## src/rtl/acc_dispatch_queue_if.sv

```systemverilog
// Handshake bundle between issue/commit stages, the dispatch queue and the vector unit.
// The master side drives the queue; the slave side is the queue itself.
interface acc_dispatch_queue_if #(
    parameter int DEPTH         = 4,
    parameter int XLEN          = 64,
    parameter int TRANS_ID_BITS = 3
);
    localparam int CNT_W = $clog2(DEPTH) + 1;

    logic                     flush_i;
    logic                     in_valid_i;
    logic                     in_ready_o;
    logic [31:0]              in_instr_i;
    logic [XLEN-1:0]          in_rs1_i;
    logic [XLEN-1:0]          in_rs2_i;
    logic [TRANS_ID_BITS-1:0] in_trans_id_i;
    logic                     commit_i;
    logic [TRANS_ID_BITS-1:0] commit_trans_id_i;
    logic                     commit_err_o;
    logic                     acc_valid_o;
    logic                     acc_ready_i;
    logic [31:0]              acc_instr_o;
    logic [XLEN-1:0]          acc_rs1_o;
    logic [XLEN-1:0]          acc_rs2_o;
    logic [TRANS_ID_BITS-1:0] acc_trans_id_o;
    logic [CNT_W-1:0]         count_o;

    modport master (
        output flush_i, in_valid_i, in_instr_i, in_rs1_i, in_rs2_i, in_trans_id_i,
               commit_i, commit_trans_id_i, acc_ready_i,
        input  in_ready_o, commit_err_o, acc_valid_o, acc_instr_o, acc_rs1_o,
               acc_rs2_o, acc_trans_id_o, count_o
    );

    modport slave (
        input  flush_i, in_valid_i, in_instr_i, in_rs1_i, in_rs2_i, in_trans_id_i,
               commit_i, commit_trans_id_i, acc_ready_i,
        output in_ready_o, commit_err_o, acc_valid_o, acc_instr_o, acc_rs1_o,
               acc_rs2_o, acc_trans_id_o, count_o
    );
endinterface

```

## src/rtl/acc_dispatch_queue.sv

```systemverilog
// Vector-instruction dispatch queue: entries are held until committed, then offered
// in order to the vector unit; uncommitted entries can be squashed by flush.
module acc_dispatch_queue #(
    parameter int DEPTH         = 4,
    parameter int XLEN          = 64,
    parameter int TRANS_ID_BITS = 3
) (
    input  logic                 clk_i,
    input  logic                 rst_i,
    acc_dispatch_queue_if.slave  q
);
    localparam int IDX_W = $clog2(DEPTH);
    localparam int PTR_W = IDX_W + 1;

    typedef struct packed {
        logic [31:0]              instr;
        logic [XLEN-1:0]          rs1;
        logic [XLEN-1:0]          rs2;
        logic [TRANS_ID_BITS-1:0] trans_id;
    } entry_t;

    // head <= cmt <= tail; pointers carry one extra bit to tell full from empty
    logic [PTR_W-1:0] head_q, head_d;
    logic [PTR_W-1:0] cmt_q, cmt_d;
    logic [PTR_W-1:0] tail_q, tail_d;
    logic             commit_err_q, commit_err_d;
    entry_t           mem_q [DEPTH];
    entry_t           mem_d [DEPTH];

    logic [PTR_W-1:0] count;
    logic             full;
    logic             in_ready;
    logic             enq;
    logic             cmt_ok;
    logic             acc_valid;
    logic             deq;
    entry_t           head_entry;

    always_comb begin
        count      = tail_q - head_q;
        full       = (count == PTR_W'(DEPTH));
        in_ready   = !full && !q.flush_i;
        enq        = q.in_valid_i && in_ready;
        cmt_ok     = q.commit_i && (cmt_q != tail_q) &&
                     (q.commit_trans_id_i == mem_q[cmt_q[IDX_W-1:0]].trans_id);
        acc_valid  = (head_q != cmt_q);
        deq        = acc_valid && q.acc_ready_i;
        head_entry = mem_q[head_q[IDX_W-1:0]];

        head_d       = head_q;
        cmt_d        = cmt_q;
        tail_d       = tail_q;
        commit_err_d = q.commit_i && !cmt_ok;
        mem_d        = mem_q;

        if (deq)    head_d = head_q + PTR_W'(1);
        if (cmt_ok) cmt_d  = cmt_q + PTR_W'(1);
        if (enq) begin
            tail_d = tail_q + PTR_W'(1);
            mem_d[tail_q[IDX_W-1:0]] = '{instr:    q.in_instr_i,
                                         rs1:      q.in_rs1_i,
                                         rs2:      q.in_rs2_i,
                                         trans_id: q.in_trans_id_i};
        end
        // flush keeps whatever got committed this same cycle
        if (q.flush_i) tail_d = cmt_d;
    end

    always_ff @(posedge clk_i) begin
        if (rst_i) begin
            head_q       <= '0;
            cmt_q        <= '0;
            tail_q       <= '0;
            commit_err_q <= 1'b0;
        end else begin
            head_q       <= head_d;
            cmt_q        <= cmt_d;
            tail_q       <= tail_d;
            commit_err_q <= commit_err_d;
        end
    end

    always_ff @(posedge clk_i) begin
        mem_q <= mem_d;
    end

    assign q.in_ready_o     = in_ready;
    assign q.count_o        = count;
    assign q.commit_err_o   = commit_err_q;
    assign q.acc_valid_o    = acc_valid;
    assign q.acc_instr_o    = head_entry.instr;
    assign q.acc_rs1_o      = head_entry.rs1;
    assign q.acc_rs2_o      = head_entry.rs2;
    assign q.acc_trans_id_o = head_entry.trans_id;
endmodule

```

## src/flat_wrapper.sv

```systemverilog
// flat-port wrapper written by rule: the top's interface ports become plain ports
module acc_dispatch_queue_flat 
#(
    parameter int DEPTH         = 4,
    parameter int XLEN          = 64,
    parameter int TRANS_ID_BITS = 3
)
  (clk_i, rst_i, q_flush_i, q_in_valid_i, q_in_instr_i, q_in_rs1_i, q_in_rs2_i, q_in_trans_id_i, q_commit_i, q_commit_trans_id_i, q_acc_ready_i, q_in_ready_o, q_commit_err_o, q_acc_valid_o, q_acc_instr_o, q_acc_rs1_o, q_acc_rs2_o, q_acc_trans_id_o, q_count_o);
  acc_dispatch_queue_if #(.DEPTH(DEPTH), .XLEN(XLEN), .TRANS_ID_BITS(TRANS_ID_BITS)) q_i ();
  input  logic clk_i;
  input  logic rst_i;
  input wire logic [$bits(q_i.flush_i)-1:0] q_flush_i;
  input wire logic [$bits(q_i.in_valid_i)-1:0] q_in_valid_i;
  input wire logic [$bits(q_i.in_instr_i)-1:0] q_in_instr_i;
  input wire logic [$bits(q_i.in_rs1_i)-1:0] q_in_rs1_i;
  input wire logic [$bits(q_i.in_rs2_i)-1:0] q_in_rs2_i;
  input wire logic [$bits(q_i.in_trans_id_i)-1:0] q_in_trans_id_i;
  input wire logic [$bits(q_i.commit_i)-1:0] q_commit_i;
  input wire logic [$bits(q_i.commit_trans_id_i)-1:0] q_commit_trans_id_i;
  input wire logic [$bits(q_i.acc_ready_i)-1:0] q_acc_ready_i;
  output wire logic [$bits(q_i.in_ready_o)-1:0] q_in_ready_o;
  output wire logic [$bits(q_i.commit_err_o)-1:0] q_commit_err_o;
  output wire logic [$bits(q_i.acc_valid_o)-1:0] q_acc_valid_o;
  output wire logic [$bits(q_i.acc_instr_o)-1:0] q_acc_instr_o;
  output wire logic [$bits(q_i.acc_rs1_o)-1:0] q_acc_rs1_o;
  output wire logic [$bits(q_i.acc_rs2_o)-1:0] q_acc_rs2_o;
  output wire logic [$bits(q_i.acc_trans_id_o)-1:0] q_acc_trans_id_o;
  output wire logic [$bits(q_i.count_o)-1:0] q_count_o;
  assign q_i.flush_i = q_flush_i;
  assign q_i.in_valid_i = q_in_valid_i;
  assign q_i.in_instr_i = q_in_instr_i;
  assign q_i.in_rs1_i = q_in_rs1_i;
  assign q_i.in_rs2_i = q_in_rs2_i;
  assign q_i.in_trans_id_i = q_in_trans_id_i;
  assign q_i.commit_i = q_commit_i;
  assign q_i.commit_trans_id_i = q_commit_trans_id_i;
  assign q_i.acc_ready_i = q_acc_ready_i;
  assign q_in_ready_o = q_i.in_ready_o;
  assign q_commit_err_o = q_i.commit_err_o;
  assign q_acc_valid_o = q_i.acc_valid_o;
  assign q_acc_instr_o = q_i.acc_instr_o;
  assign q_acc_rs1_o = q_i.acc_rs1_o;
  assign q_acc_rs2_o = q_i.acc_rs2_o;
  assign q_acc_trans_id_o = q_i.acc_trans_id_o;
  assign q_count_o = q_i.count_o;
  acc_dispatch_queue #(.DEPTH(DEPTH), .XLEN(XLEN), .TRANS_ID_BITS(TRANS_ID_BITS)) u_core (.clk_i(clk_i), .rst_i(rst_i), .q(q_i));
endmodule
```

## config.mk

```make
export PLATFORM = sky130hd
export DESIGN_NAME = acc_dispatch_queue_flat
export DESIGN_NICKNAME = d
export VERILOG_FILES = /design/src/rtl/acc_dispatch_queue_if.sv /design/src/rtl/acc_dispatch_queue.sv /design/src/flat_wrapper.sv
export SDC_FILE = /design/constraint.sdc
export NUM_CORES = 1
export LEC_CHECK = 0
export CAP_MARGIN = 15
export CELL_PAD_IN_SITES_DETAIL_PLACEMENT = 1
export CELL_PAD_IN_SITES_GLOBAL_PLACEMENT = 1
export CORE_MARGIN = 3
export CORE_UTILIZATION = 40
export CTS_BUF_LIST = sky130_fd_sc_hd__clkbuf_8 sky130_fd_sc_hd__clkbuf_16
export DETAILED_ROUTE_END_ITERATION = 8
export PLACE_DENSITY_LB_ADDON = 0.15
export SLEW_MARGIN = 40
export SYNTH_ARGS = -nofsm -noshare
export SYNTH_HDL_FRONTEND = slang
export SYNTH_SLANG_ARGS = --single-unit
```

## constraint.sdc

```tcl
create_clock -name clk_i -period 13.1 [get_ports clk_i]
set_clock_uncertainty 0.1 [all_clocks]
set_input_delay 1.31 -clock clk_i [delete_from_list [all_inputs] [get_ports clk_i]]
set_output_delay 1.31 -clock clk_i [all_outputs]
set_load 0.01 [all_outputs]
```

==> flow_summary.json <==
{
  "num_rows": 89,
  "root_buffer": "clkbuf_16",
  "first_iter_violations": 581,
  "cp_num_buf_inv": 4,
  "setup_slack_ns": 7.90,
  "fin_tns_setup_ns": 0,
  "die_w_um": 252,
  "drive_gt1_share_pct": 20.9,
  "ctsHoldBuffers": 0,
  "critical_path.max_fanout": 44,
  "synth_top_cell_by_area": "edfxtp_1",
  "final_area_sq_mm": 0.0310,
  "post_drt_wl_per_cell_um": 25.0,
  "leakagePower_nw": 9.71,
  "ff2ff_setup_slack_ns": 8.92,
  "critical_path.most_common_cell": "buf_6",
  "final_core_util_pct": 52.1,
  "crit_chain": "buf_12, buf_6, buf_6, mux4_2, clkdlybuf4s50_1",
  "overflow": 0,
  "path_class": "flop to output pin",
  "min_to": "u_core.head_q[2]",
  "startpoint_type": "flop",
  "rr_worst_depth": 10,
  "intPower_mw": 3.63,
  "synth.distinct_cells": 29,
  "grt_pass1_vias": 12267,
  "numCtsBuffers": 72,
  "min_period_over_period_pct": 39.7,
  "crit_arrival_ns": 3.79,
  "routed_wl_mm": 54.0,
  "post_drt_via_cell_ratio": 5.12,
  "grt_max_degree": 64,
  "pre_cts_ws_ns": 8.15,
  "clkSinkCount": 662,
  "ant_nets": 0,
  "critPathTopFamily": "buffers and inverters",
  "ys_warn_count": 0,
  "hp-class": "flop to flop",
  "required_ns": 11.69,
  "syn-num-nets": 1118,
  "outcome": "completed",
  "syn_area_sq_mm": 0.0242,
  "fin_cells": 2163,
  "hpwl_mm": 33.8,
  "netlist_instances": 938,
  "maxSlewViolCount": 0,
  "htree_levels": 3,
  "hold_path_startpoint": "u_core.head_q[2]",
  "finalCriticalPeriod_ns": 5.20,
  "cpPeakStageDelay_ns": 0.60,
  "p_per_area_mw_per_mm2": 147,
  "r2r-end": "u_core.mem_q[328]",
  "vias": 11077,
  "synth_area_per_cell_sq_um": 25.8,
  "synth_edf_count": 652,
  "whs_ns": 0.490,
  "r2r_start": "u_core.head_q[0]",
  "die_h_um": 252,
  "grt_use_total_pct": 17.1,
  "coreArea_sq_mm": 0.0595,
  "dp_cells": 2030,
  "clk_latency_ns": 0.60,
  "ios": 341,
  "pwr-share-comb_pct": 6.2,
  "rsz0062_at_grt": "no",
  "antenna_found_initial": 10,
  "grt_pass1_wl_mm": 80.5,
  "yosysSeqAreaShare_pct": 81.7,
  "power.share.switching_pct": 20.5,
  "cts_resized": 0,
  "cts_setup_buffers": 0,
  "placed_area_sq_mm": 0.0287,
  "p_total_mw": 4.56,
  "ys.flop_type": "edfxtp_1",
  "cpMaxStageDelayCell": "dfxtp_4",
  "final_common_cell": "edfxtp_1",
  "postSynth.asyncResetShare_pct": 0,
  "nets": 1513,
  "drt_pass1_iterations": 4,
  "cap_viol_max_count": 0,
  "ir_drop_mv": 0.111,
  "start_util_pct": 40.7,
  "final_cell_mix": "652 x edfxtp_1, 340 x clkdlybuf4s50_1, 165 x mux4_2",
  "hold_depth": 2,
  "final_hold_viol_count": 0,
  "gp_congestion": 0.706,
  "clkPwrFrac_pct": 41.4,
  "portBuffers": 340,
  "fmax_ghz": 0.192,
  "worstMarginPinSlew_ns": 0.777,
  "setup_violations": 0,
  "seqPwrFrac_pct": 52.4,
  "clockBufferDepth": 3,
  "synth_area_leaders": "edfxtp_1 81%, mux4_2 15%, dfxtp_1 0.83%",
  "slew_headroom_pct": 48.2,
  "tritoncts": "yes",
  "switchingPower_mw": 0.935,
  "clk_pin_slew_worst_paths_ns": 0.05,
  "die-area_sq_mm": 0.0635,
  "yosys_register_bits": 662,
  "yosysTopAreaCellShare_pct": 80.9,
  "endpoint_kind": "output pin",
  "drc": 0,
  "area_delta_synth_final_pct": 28.0
}
-- state kept, by name, indices dropped and copies added, names as in the netlist --
signal / cells
u_core.q.commit_err_o: 1
u_core.tail_q: 3
u_core.mem_q: 652
u_core.head_q: 3
u_core.cmt_q: 3
-- worst max-delay path by stage --
stage	start	end	cells past startpoint
floorplan	q_flush_i	u_core.mem_q[0]	3
global placement	u_core.head_q[0]	q_acc_rs1_o[3]	4
detailed placement	u_core.head_q[0]	q_acc_rs2_o[58]	5
CTS	u_core.head_q[0]	q_acc_rs2_o[58]	5
global route	u_core.head_q[0]	q_acc_rs2_o[22]	5
finish	u_core.head_q[0]	q_acc_rs2_o[22]	5
-- layout make-up --
class,count,area (sq um)
multi-input combinational,227,4240
tap,773,967
clock buffer,73,1830
sequential,662,19800
clock inverter,54,379
antenna,4,10.0
fill,5208,28500
timing repair buffer,363,3740
inverter,7,26.3
-- power by group through the flow --
stage	Clock, mW	Combinational [mW]	Sequential, mW
after floorplan	0	0.110	2.44
after global placement	0	0.277	2.44
after detailed placement	0	0.288	2.44
after CTS	1.95	0.289	2.39
after global routing	2.03	0.303	2.39
final	1.89	0.282	2.39
-- cell usage after synthesis (4+ instances only) --
| master | instances |
|---|---|
| ha_1 | 7 |
| dfxtp_1 | 10 |
| buf_1 | 19 |
| nand2_1 | 4 |
| mux4_2 | 165 |
| a21oi_1 | 4 |
| edfxtp_1 | 652 |
| and2_1 | 4 |
| nor2_1 | 7 |
| nand3_1 | 4 |
| xor2_1 | 8 |
| xnor2_1 | 6 |
| clkbuf_1 | 21 |
| inv_1 | 7 |
-- tightest hold or removal path, delay by kind of cell, from the launching register on --
kind	cells	cell delay (ns)
flip-flops	1	0.40
XOR/XNOR	1	0.09
AND/OR/NAND/NOR	1	0.07
-- metal layers --
metal  GRT usage (%)  vias up  routed length (um)
li1                -     4839                   -
met1            21.3     5860               21300
met2            28.6      275               27600
met3            6.11       91                3830
met4            4.85       12                1150
met5               0        -                  89
-- cells by family (layout without fill, tap and decap cells) --
| logic type | Yosys count | after routing | share of synthesized area [%] |
|---|---|---|---|
| simple gates | 25 | 25 | 0.574 |
| mux | 168 | 168 | 15.5 |
| compound gates | 11 | 11 | 0.305 |
| flops | 662 | 662 | 81.7 |
| other cells | 0 | 4 | 0 |
| buf+inv | 49 | 497 | 0.796 |
| xor+xnor | 15 | 15 | 0.600 |
| fa+ha+maj | 8 | 8 | 0.445 |
Note: power is estimated with default switching activity, not from simulation.
